### src/rtl/fetch_unit_if.sv
// Fetch-unit bus bundle: next-PC redirect, instruction-memory handshake and decode-side buffer.
// The master modport is the fetch unit; the slave modport is its surroundings (memory, decode, next-PC).
interface fetch_unit_if;
  logic        redirect;
  logic [31:0] redirect_pc;
  logic        imem_req;
  logic [31:0] imem_addr;
  logic        imem_gnt;
  logic        imem_rvalid;
  logic [31:0] imem_rdata;
  logic        inst_valid;
  logic        inst_ready;
  logic [31:0] inst;
  logic [31:0] inst_pc;
  logic [31:0] pc4;
  logic        adel;

  modport master (
    input  redirect, redirect_pc, imem_gnt, imem_rvalid, imem_rdata, inst_ready,
    output imem_req, imem_addr, inst_valid, inst, inst_pc, pc4, adel
  );

  modport slave (
    output redirect, redirect_pc, imem_gnt, imem_rvalid, imem_rdata, inst_ready,
    input  imem_req, imem_addr, inst_valid, inst, inst_pc, pc4, adel
  );
endinterface

### src/rtl/fetch_unit.sv
// Single-outstanding instruction fetch unit with a one-entry instruction buffer.
// Redirects override every transition; in-flight responses for stale addresses are dropped.
module fetch_unit #(
  parameter logic [31:0] RESET_PC = 32'h0000_3000
) (
  input  logic          clk,
  input  logic          rst_n,
  fetch_unit_if.master  bus
);

  typedef enum logic [2:0] {
    IDLE  = 3'd0,
    FETCH = 3'd1,
    WAIT  = 3'd2,
    DROP  = 3'd3,
    HOLD  = 3'd4
  } state_t;

  state_t      state_q, state_d;
  logic [31:0] fpc_q, fpc_d;
  logic [31:0] inst_q, inst_d;
  logic [31:0] inst_pc_q, inst_pc_d;
  logic        adel_q, adel_d;

  function automatic logic [31:0] word_align(input logic [31:0] addr);
    return {addr[31:2], 2'b00};
  endfunction

  function automatic logic is_misaligned(input logic [31:0] addr);
    return (addr[1:0] != 2'b00);
  endfunction

  always_ff @(posedge clk or negedge rst_n) begin
    if (!rst_n) begin
      state_q   <= IDLE;
      fpc_q     <= RESET_PC;
      inst_q    <= 32'h0;
      inst_pc_q <= 32'h0;
      adel_q    <= 1'b0;
    end else begin
      state_q   <= state_d;
      fpc_q     <= fpc_d;
      inst_q    <= inst_d;
      inst_pc_q <= inst_pc_d;
      adel_q    <= adel_d;
    end
  end

  always_comb begin
    state_d   = state_q;
    fpc_d     = fpc_q;
    inst_d    = inst_q;
    inst_pc_d = inst_pc_q;
    adel_d    = bus.redirect && is_misaligned(bus.redirect_pc);

    if (bus.redirect) begin
      fpc_d = word_align(bus.redirect_pc);
    end

    case (state_q)
      IDLE: begin
        state_d = FETCH;
      end

      FETCH: begin
        if (bus.imem_gnt) begin
          // A grant alongside a redirect leaves a response in flight for the old address.
          state_d = bus.redirect ? DROP : WAIT;
        end
      end

      WAIT: begin
        if (bus.redirect) begin
          state_d = bus.imem_rvalid ? FETCH : DROP;
        end else if (bus.imem_rvalid) begin
          inst_d    = bus.imem_rdata;
          inst_pc_d = fpc_q;
          fpc_d     = fpc_q + 32'd4;
          state_d   = HOLD;
        end
      end

      DROP: begin
        if (bus.imem_rvalid) begin
          state_d = FETCH;
        end
      end

      HOLD: begin
        // Redirect squashes the buffered word even when decode is accepting it.
        if (bus.redirect || bus.inst_ready) begin
          state_d = FETCH;
        end
      end

      default: begin
        state_d = IDLE;
      end
    endcase
  end

  assign bus.imem_req   = (state_q == FETCH);
  assign bus.imem_addr  = fpc_q;
  assign bus.inst_valid = (state_q == HOLD);
  assign bus.inst       = inst_q;
  assign bus.inst_pc    = inst_pc_q;
  assign bus.pc4        = inst_pc_q + 32'd4;
  assign bus.adel       = adel_q;

endmodule

### src/flat_wrapper.sv
// flat-port wrapper written by rule: the top's interface ports become plain ports
module fetch_unit_flat 
#(
  parameter logic [31:0] RESET_PC = 32'h0000_3000
)
  (clk, rst_n, bus_redirect, bus_redirect_pc, bus_imem_gnt, bus_imem_rvalid, bus_imem_rdata, bus_inst_ready, bus_imem_req, bus_imem_addr, bus_inst_valid, bus_inst, bus_inst_pc, bus_pc4, bus_adel);
  fetch_unit_if bus_i ();
  input  logic clk;
  input  logic rst_n;
  input wire logic [$bits(bus_i.redirect)-1:0] bus_redirect;
  input wire logic [$bits(bus_i.redirect_pc)-1:0] bus_redirect_pc;
  input wire logic [$bits(bus_i.imem_gnt)-1:0] bus_imem_gnt;
  input wire logic [$bits(bus_i.imem_rvalid)-1:0] bus_imem_rvalid;
  input wire logic [$bits(bus_i.imem_rdata)-1:0] bus_imem_rdata;
  input wire logic [$bits(bus_i.inst_ready)-1:0] bus_inst_ready;
  output wire logic [$bits(bus_i.imem_req)-1:0] bus_imem_req;
  output wire logic [$bits(bus_i.imem_addr)-1:0] bus_imem_addr;
  output wire logic [$bits(bus_i.inst_valid)-1:0] bus_inst_valid;
  output wire logic [$bits(bus_i.inst)-1:0] bus_inst;
  output wire logic [$bits(bus_i.inst_pc)-1:0] bus_inst_pc;
  output wire logic [$bits(bus_i.pc4)-1:0] bus_pc4;
  output wire logic [$bits(bus_i.adel)-1:0] bus_adel;
  assign bus_i.redirect = bus_redirect;
  assign bus_i.redirect_pc = bus_redirect_pc;
  assign bus_i.imem_gnt = bus_imem_gnt;
  assign bus_i.imem_rvalid = bus_imem_rvalid;
  assign bus_i.imem_rdata = bus_imem_rdata;
  assign bus_i.inst_ready = bus_inst_ready;
  assign bus_imem_req = bus_i.imem_req;
  assign bus_imem_addr = bus_i.imem_addr;
  assign bus_inst_valid = bus_i.inst_valid;
  assign bus_inst = bus_i.inst;
  assign bus_inst_pc = bus_i.inst_pc;
  assign bus_pc4 = bus_i.pc4;
  assign bus_adel = bus_i.adel;
  fetch_unit #(.RESET_PC(RESET_PC)) u_core (.clk(clk), .rst_n(rst_n), .bus(bus_i));
endmodule
### config.mk
export PLATFORM = sky130hd
export DESIGN_NAME = fetch_unit_flat
export DESIGN_NICKNAME = d
export VERILOG_FILES = /design/src/rtl/fetch_unit_if.sv /design/src/rtl/fetch_unit.sv /design/src/flat_wrapper.sv
export SDC_FILE = /design/constraint.sdc
export NUM_CORES = 1
export LEC_CHECK = 0
export ABC_AREA = 1
export ABC_CLOCK_PERIOD_IN_PS = 1900
export CAP_MARGIN = 20
export CORE_UTILIZATION = 41
export DETAILED_ROUTE_END_ITERATION = 16
export HOLD_SLACK_MARGIN = 0.06
export PLACE_DENSITY = 0.85
export SLEW_MARGIN = 20
export SYNTH_ARGS = -nofsm -noshare
export SYNTH_HDL_FRONTEND = slang
export SYNTH_SLANG_ARGS = --single-unit
### constraint.sdc
create_clock -name clk -period 1.9 [get_ports clk]
set_input_delay 0.38 -clock clk [delete_from_list [all_inputs] [get_ports clk]]
set_output_delay 0.38 -clock clk [all_outputs]
set_load 0.05 [all_outputs]
==> results by group, run 1 <==
Floorplan
  – Initial core utilization: a little over two fifths
  – Rows: 42
  – Core area: 0.0134 sq mm
  – Die ar.: 0.0143 sq mm
  – DIE HEIGHT: about 120 microns
  – Die Wd: about 120 microns
  – IO Count: approximately 200

Hold path
  – WHS Endpoint: u_core.bus.inst[1]$_DFFE_PN0P_
  – Worst hold path startpoint: u_core.bus.inst[1]$_DFFE_PN0P_
  – WHS Path Cells: 2
  – Hold crit path type: reg2reg

GRT
  – All-Layer GR Usage: between 30% and 40%
  – Met2 usage: a little over half
  – Global-route wire length before repair: between 30 and 40 mm
  – Busiest grt layer: met2
  – GR met1 Demand/Resource: 36.2%
  – Vias in the first global route: 6673
  – Largest net degree at the start of global routing: 33
  – Initial antenna violation count: 0
  – Gr ovfl total: 0
  – GR Layer Usage met3: ~5.7%

STA
  – Final setup fails: 27
  – Final period util: 127%
  – RSZ-0062 raised after global routing: yes
  – Slew Viols, Final: 0
  – Final Hold Violating Endpoints: 0
  – Worst slew pin tran: 0.518 ns
  – Minimum clock period: about 2.4 ns
  – Post-route setup slack: -0.518 ns
  – Worst slew margin: between 60% and 70%
  – Max Fclk: 0.414 GHz
  – Final setup TNS: -10.27 ns
  – Skew final: approximately 0.0085 ns

Yosys
  – Main combinational cell family by area after synthesis: simple AND/OR/NAND/NOR gates
  – Yosys warns: 0
  – Synth unique cells: 35
  – Synth Area in Compound Gates: between 7 and 8%
  – Post-synthesis mux area share: 0.353%
  – Syn_nets: roughly 860
  – Average footprint of a synthesized cell: slightly above 7 sq um
  – Area of the mapped netlist: 0.00568 sq mm
  – Post-synthesis sequential area ratio: about 44%
  – Synth Area in Simple Gates: about a third
  – Adder-cell share of the synthesized area: less than 1%
  – Synthesized flop and latch total: 100
  – XOR/XNOR share of the synthesized area: approximately 4.8%
  – Mapped Cells: 791

Worst setup path
  – Crit. End Element: output port
  – Worst reg2reg path depth: 7
  – Max stage delay cell, worst path: dfrtp_2
  – Kind of critical path: reg2out
  – Reg2Reg Setup Slack: around 0.19 ns
  – Worst setup SP type: flop
  – Required @ worst endpoint: between 1.5 and 2 ns
  – Crit path cell chain: inv_2, nor3_4, nand2_2, nor3_2, buf_4, xor2_4, buf_12
  – Reg2reg start: u_core.bus.imem_addr[13]$_DFF_PN1_
  – R2r endpoint: u_core.bus.imem_addr[23]$_DFF_PN0_
  – Worst EP arrival: slightly above 2 ns
  – Max stage delay on crit path: approximately 0.42 ns
  – CP max FO: 4

Outcome
  – Violated checks: negative setup slack
  – Status: complete, but fails checks

Power and ir drop
  – Switching power total: between 9 and 10 mW
  – Final Total Pwr: 17.4 mW
  – Pint: between 8 and 9 mW
  – Clock group share of total power: 10.1%
  – Leak pwr: 5.19 nW
  – Cell area power density: 1670 mW/mm^2
  – Worst IR drop on VDD: 0.997 mV
  – Combinational power share: 67.5%
  – Sw Ratio: between 50% and 60%
  – Flop pwr share: about 22%

Drt
  – Routed WL per cell: about 17 microns
  – DRC marker count from the first detailed-route iteration: 530
  – Drc violations: 0
  – Antenna Nets Post-Route: 0
  – Final WL: roughly 22 mm
  – Drt pass-1 iters: 5
  – Vias: between 6000 and 7000
  – Vias per inst: 5.29

Placement
  – Cell count after placement: 1231
  – Final HPWL DP: 15.6 mm
  – Final GP Congestion: 0.999
  – PortBufs: 200

Clock network
  – Htree depth: 3
  – Clock Sinks: 100
  – Worst-case clock buffer depth: 2
  – Worst-path clk slew: roughly 0.070 ns
  – TritonCTS buffer count: 9
  – CTS tree: built
  – Worst skew pair latency: about 0.35 ns
  – Root Driver: clkbuf_16

Layout
  – Antenna diode count: 0
  – Non-Filler Instances: ~1300
  – Fin util: between 70% and 80%
  – Share of post-route cells with drive strength above 1: between 30% and 40%
  – Area growth syn-to-layout: 83.4%
  – Fill count: between 800 and 900
  – Layout net count: between 1000 and 1500

Job
  – Max cap viols: 0
## flip-flops by register name (all words and copies together) (netlist names)
signal,cells
u_core.bus.inst,32
u_core.bus.inst_pc,32
u_core.bus.adel,1
u_core.state_q,3
u_core.bus.imem_addr,32
## per-layer routing
| layer | part of all wire (%) | up-vias |
|---|---|---|
| met2 | 50 | 393 |
| met3 | 7.8 | 91 |
| met1 | 36 | 3170 |
| met5 | 0 | - |
| li1 | - | 3118 |
| met4 | 5.7 | 0 |
## placed cells by master (no fill, tap or decap), types with 3 or more instances in the layout
cell type	Yosys	layout
nand2_1	300	272
buf_4	6	154
nor2_1	93	76
dfrtp_1	98	71
clkdlybuf4s50_1	0	69
inv_1	68	59
o21ai_0	52	52
buf_12	0	42
dlygate4sd2_1	0	27
dfrtp_2	0	27
nand3_1	31	26
buf_6	0	24
nor2_4	5	20
xor2_4	0	20
nand2_4	1	18
nand2_2	1	12
nand4_1	12	12
nor3_4	1	11
o211ai_1	9	9
clkbuf_16	0	9
dlymetal6s2s_1	0	9
nor3_2	1	8
xnor2_4	0	7
nand3_2	3	6
inv_2	2	6
nor3_1	23	6
a21oi_1	6	6
nor2_2	3	5
clkinvlp_4	0	4
o22ai_1	4	4
a31oi_1	4	4
inv_4	0	3
## critical path: cells and delay by family (launching register included)
| family | cells | cell delay [ns] |
|---|---|---|
| XOR/XNOR | 1 | 0.15 |
| AND/OR/NAND/NOR | 3 | 0.70 |
| buffers and inverters | 3 | 0.41 |
| flip-flops | 1 | 0.42 |
## per-stage QoR
| step | setup WS [ns] | hold WS [ns] | area [sq um] |
|---|---|---|---|
| after detailed placement | -0.133 | 0.354 | 9180 |
| after CTS | -0.436 | 0.487 | 10000 |
| after global placement | -0.132 | 0.355 | 9180 |
| after global routing | -0.607 | 0.514 | 10400 |
| after floorplan | -0.248 | 0.0844 | 6170 |
| final | -0.518 | 0.483 | 10400 |
## what timing repair did
action                                 CTS  global route
endpoints found under the hold margin   27             0
resized for setup                      123            58
hold buffers                             1             0
setup endpoints to repair               54            38
pin swaps                               49            38
setup buffers                           21            15
## worst max path at each step
| stage | start | to | slack [ns] | cells after the start |
|---|---|---|---|---|
| 2_1_floorplan | u_core.bus.inst_pc[3]$_DFFE_PN0P_ | bus_pc4[6] | -0.25 | 4 |
| 6_report | u_core.bus.inst_pc[8]$_DFFE_PN0P_ | bus_pc4[22] | -0.52 | 7 |
| 4_1_cts | u_core.bus.inst_pc[2]$_DFFE_PN0P_ | bus_pc4[26] | -0.44 | 8 |
| 5_1_grt | u_core.bus.inst_pc[8]$_DFFE_PN0P_ | bus_pc4[22] | -0.61 | 7 |
| 3_5_place_dp | u_core.bus.inst_pc[8]$_DFFE_PN0P_ | bus_pc4[14] | -0.13 | 7 |
| 3_3_place_gp | u_core.bus.inst_pc[8]$_DFFE_PN0P_ | bus_pc4[14] | -0.13 | 7 |
## power groups by stage
stage	Combinational, mW	Clock [mW]	Sequential (mW)
CTS	11.2	1.78	3.85
detailed placement	10.7	0	3.84
finish	11.8	1.76	3.90
floorplan	3.27	0	6.66
global route	12.3	1.88	4.01
global placement	10.5	0	3.82
## layout make-up
cell class	count	area, sq um	share of cell area (%)
Clock buffer	9	225	2.16
Clock inverter	7	62.6	0.601
Inverter	70	278	2.67
Multi-Input combinational cell	593	3770	36.2
Sequential cell	100	2540	24.4
Tap cell	176	220	2.11
Timing Repair Buffer	326	3320	31.9
## synth_stat cells
cell type  number  area [sq um]
nor3_2          1          10.0
buf_1           1          3.75
nor2_2          3          18.8
nand2_4         1          11.3
mux2i_1         2          20.0
a31oi_1         4          25.0
a211oi_1        2          15.0
nand2_1       300          1130
or2_2           2          12.5
ha_1            2          25.0
nor3b_1         1          7.51
nor2_1         93           349
nor3_4          1          16.3
nand3_2         3          30.0
a21oi_1         6          30.0
nor2_4          5          56.3
inv_1          68           255
clkbuf_1        6          22.5
o21bai_1        2          15.0
buf_4           6          45.0
dfstp_2         2          52.6
nor3_1         23           115
o211ai_1        9          67.6
nor4_2          1          12.5
dfrtp_1        98          2450
nand4_1        12          75.1
nand3_1        31           155
xor2_1         23           201
a22oi_1         1          7.51
o22ai_1         4          25.0
inv_2           2          7.51
xnor2_1         8          70.1
o21ai_0        52           260
nand2_2         1          6.26
buf_2          15          75.1
## cell families (layout without fill, tap and decap cells)
logic type               count (synthesis)  count (layout)
buffers and inverters                   98             412
XOR/XNOR                                31              31
AO/OA/AOI/OAI                           80              80
AND/OR/NAND/NOR                        478             478
flip-flops                             100             100
adder cells (fa/ha/maj)                  2               2
multiplexers                             2               2
No activity file was read; power rests on OpenSTA's default activity.
==> run 2: changes to the inputs <==
Settings changed: CORE_MARGIN from default to 2.
==> run 2 against run 1 <==
Compared with the run above:
- the flow still finishes with violations (negative setup slack)
- sequential cell count unchanged
- clock skew up 0.0021 ns
- fmax up 1.7%
- utilization down 3.7 points
- final area down 2.5%
- power down 1.6%
- sequential power about the same
- final cell count down 0.62%
- largest power group unchanged
- highest routed layer unchanged
==> results by group, run 2 (synthesized netlist as in run 1, its figures left out) <==
STA
  – Skew final: between 0.01 and 0.015 ns
  – RSZ-0062 raised after global routing: yes
  – Final setup fails: 28
  – Slew Viols, Final: 0
  – Final setup TNS: -9.61 ns
  – Worst slew margin: 62.4%
  – Worst slew pin tran: 0.564 ns
  – Worst Hold Slack: 0.0441 ns
  – Post-route setup slack: -0.477 ns
  – Max Fclk: approximately 0.42 GHz
  – Minimum clock period: about 2.4 ns
  – Final period util: 125%
  – Final Hold Violating Endpoints: 0

Worst setup path
  – Reg2reg start: u_core.bus.imem_addr[13]$_DFF_PN1_
  – Levels on crit path: 7
  – Worst Setup EP: bus_pc4[26]
  – Worst Path Buf+Inv: 3
  – Max stage delay cell, worst path: dfrtp_2
  – Worst setup SP type: flop
  – Worst reg2reg path depth: 9
  – Required @ worst endpoint: 1.52 ns
  – Worst EP arrival: 2.00 ns
  – Crit. Startpoint: u_core.bus.inst_pc[4]$_DFFE_PN0P_
  – Max stage delay on crit path: between 0.3 and 0.4 ns
  – Kind of critical path: reg2out
  – Crit. End Element: output port
  – Crit path cell chain: clkinvlp_4, nor3_4, nand2_2, nor3_2, buf_4, xor2_4, buf_12
  – Top Family by Delay on Critical Path: simple AND/OR/NAND/NOR gates
  – CP max FO: 4
  – Reg2Reg Setup Slack: about 0.20 ns
  – R2r endpoint: u_core.bus.imem_addr[31]$_DFF_PN0_

Layout
  – Layout net count: approximately 1200
  – Share of post-route cells with drive strength above 1: approximately a third
  – Commonest non-fill, non-tap cell in the layout: nand2_1
  – Area growth syn-to-layout: 78.8%
  – Non-Filler Instances: about 1300
  – Commonest cells after routing, fill and taps aside: nand2_1 (276), buf_4 (147), nor2_1 (75)
  – Antenna diode count: 0

Floorplan
  – Die ar.: ~0.015 sq mm
  – Core area: 0.0137 sq mm
  – Die Wd: approximately 120 microns
  – Initial core utilization: between 40 and 50%
  – IO Count: roughly 200
  – DIE HEIGHT: around 120 microns
  – Rows: 43

Power and ir drop
  – Worst IR drop on VDD: approximately 1.0 mV
  – Cell area power density: approximately 1700 mW/mm^2
  – Leak pwr: roughly 5 nW

Clock network
  – Htree depth: 3
  – Worst-path clk slew: roughly 0.070 ns
  – Worst skew pair latency: 0.35 ns
  – Worst-case clock buffer depth: 2
  – TritonCTS buffer count: 9
  – Clock Sinks: 100
  – CTS Hold Buffers Added: 0
  – CTS tree: built
  – Root Driver: clkbuf_16

Placement
  – Final GP Congestion: 0.972
  – Cell count after placement: between 1000 and 1500
  – PortBufs: 200
  – Final HPWL DP: about 15 mm

GRT
  – Gr ovfl total: 0
  – Largest net degree at the start of global routing: roughly 100
  – All-Layer GR Usage: 28.1%
  – Vias in the first global route: about 6600
  – Initial antenna violation count: 0
  – Global-route wire length before repair: around 32 mm

Drt
  – Antenna Nets Post-Route: 0
  – Drc violations: 0
  – Vias per inst: 5.20
  – Routed WL per cell: ~17 microns
  – DRC marker count from the first detailed-route iteration: ~500
  – Final WL: 21.6 mm
  – Vias: 6619
  – Drt pass-1 iters: 5

Hold path
  – Hold crit path type: in2async

Outcome
  – Violated checks: negative setup slack
  – Status: complete, but fails checks

Job
  – Max cap viols: 0
## run 2: what timing repair did
item                       4_1_cts  5_1_grt
buffers inserted                15       12
pin swaps                       36       26
gates resized for setup         91       57
setup endpoints to repair       43       47
## run 2: final cells by class
cell class,instances,area (sq um)
Clock inverter,5,60.1
Multi-Input combinational cell,593,3600
Inverter,70,272
Tap cell,180,225
Timing Repair Buffer,314,3220
Sequential cell,100,2540
Fill cell,942,3570
Clock buffer,11,233
## run 2: per-stage QoR
| stage | power, mW | area (sq um) | worst slack, ns | utilization [%] |
|---|---|---|---|---|
| 4_1_cts | 16.8 | 9860 | -0.441 | 71.8 |
| 3_3_place_gp | 14.4 | 9180 | -0.0897 | 66.9 |
| 2_1_floorplan | 9.93 | 6170 | -0.248 | - |
| 3_5_place_dp | 14.6 | 9180 | -0.153 | 66.9 |
| 5_1_grt | 17.9 | 10200 | -0.537 | 74.0 |
| 6_report | 17.1 | 10200 | -0.477 | 74.0 |
## run 2: layer usage
layer | wire length, microns | up-vias | part of all wire, % | GRT usage (%)
li1 | - | 3082 | - | -
met1 | 7700 | 3072 | 36 | 31.9
met2 | 10800 | 369 | 50 | 48.7
met3 | 1910 | 96 | 8.8 | 6.51
met4 | 1210 | 0 | 5.6 | 16.2
met5 | 0 | - | 0 | 0
## run 2: how the worst min path moves through the flow
stage                                    startpoint                            endpoint  depth (start not counted)
floorplan                                     rst_n           u_core.bus.adel$_DFF_PN0_                          0
global placement     u_core.bus.inst[5]$_DFFE_PN0P_      u_core.bus.inst[5]$_DFFE_PN0P_                          2
detailed placement  u_core.bus.inst[18]$_DFFE_PN0P_     u_core.bus.inst[18]$_DFFE_PN0P_                          2
CTS                                           rst_n  u_core.bus.imem_addr[19]$_DFF_PN0_                          2
global route                                  rst_n      u_core.bus.inst[7]$_DFFE_PN0P_                          2
finish                                        rst_n      u_core.bus.inst[7]$_DFFE_PN0P_                          2
## run 2: power by group
part	total [mW]	internal [mW]	switching, mW
logic	11.4	4.38	7.04
clock network	1.84	1.03	0.811
registers	3.88	2.99	0.888
total	17.1	8.40	8.74
## run 2: worst register-to-register path, stage by stage, from the launching register on
cell     delay [ns]
dfstp_2        0.65
nand2_1        0.13
nor2_1         0.21
nand3_2        0.18
inv_1          0.14
nand2_1        0.07
nand2_1        0.07
nand2_1        0.05
nand2_1        0.06
nand2_1        0.05
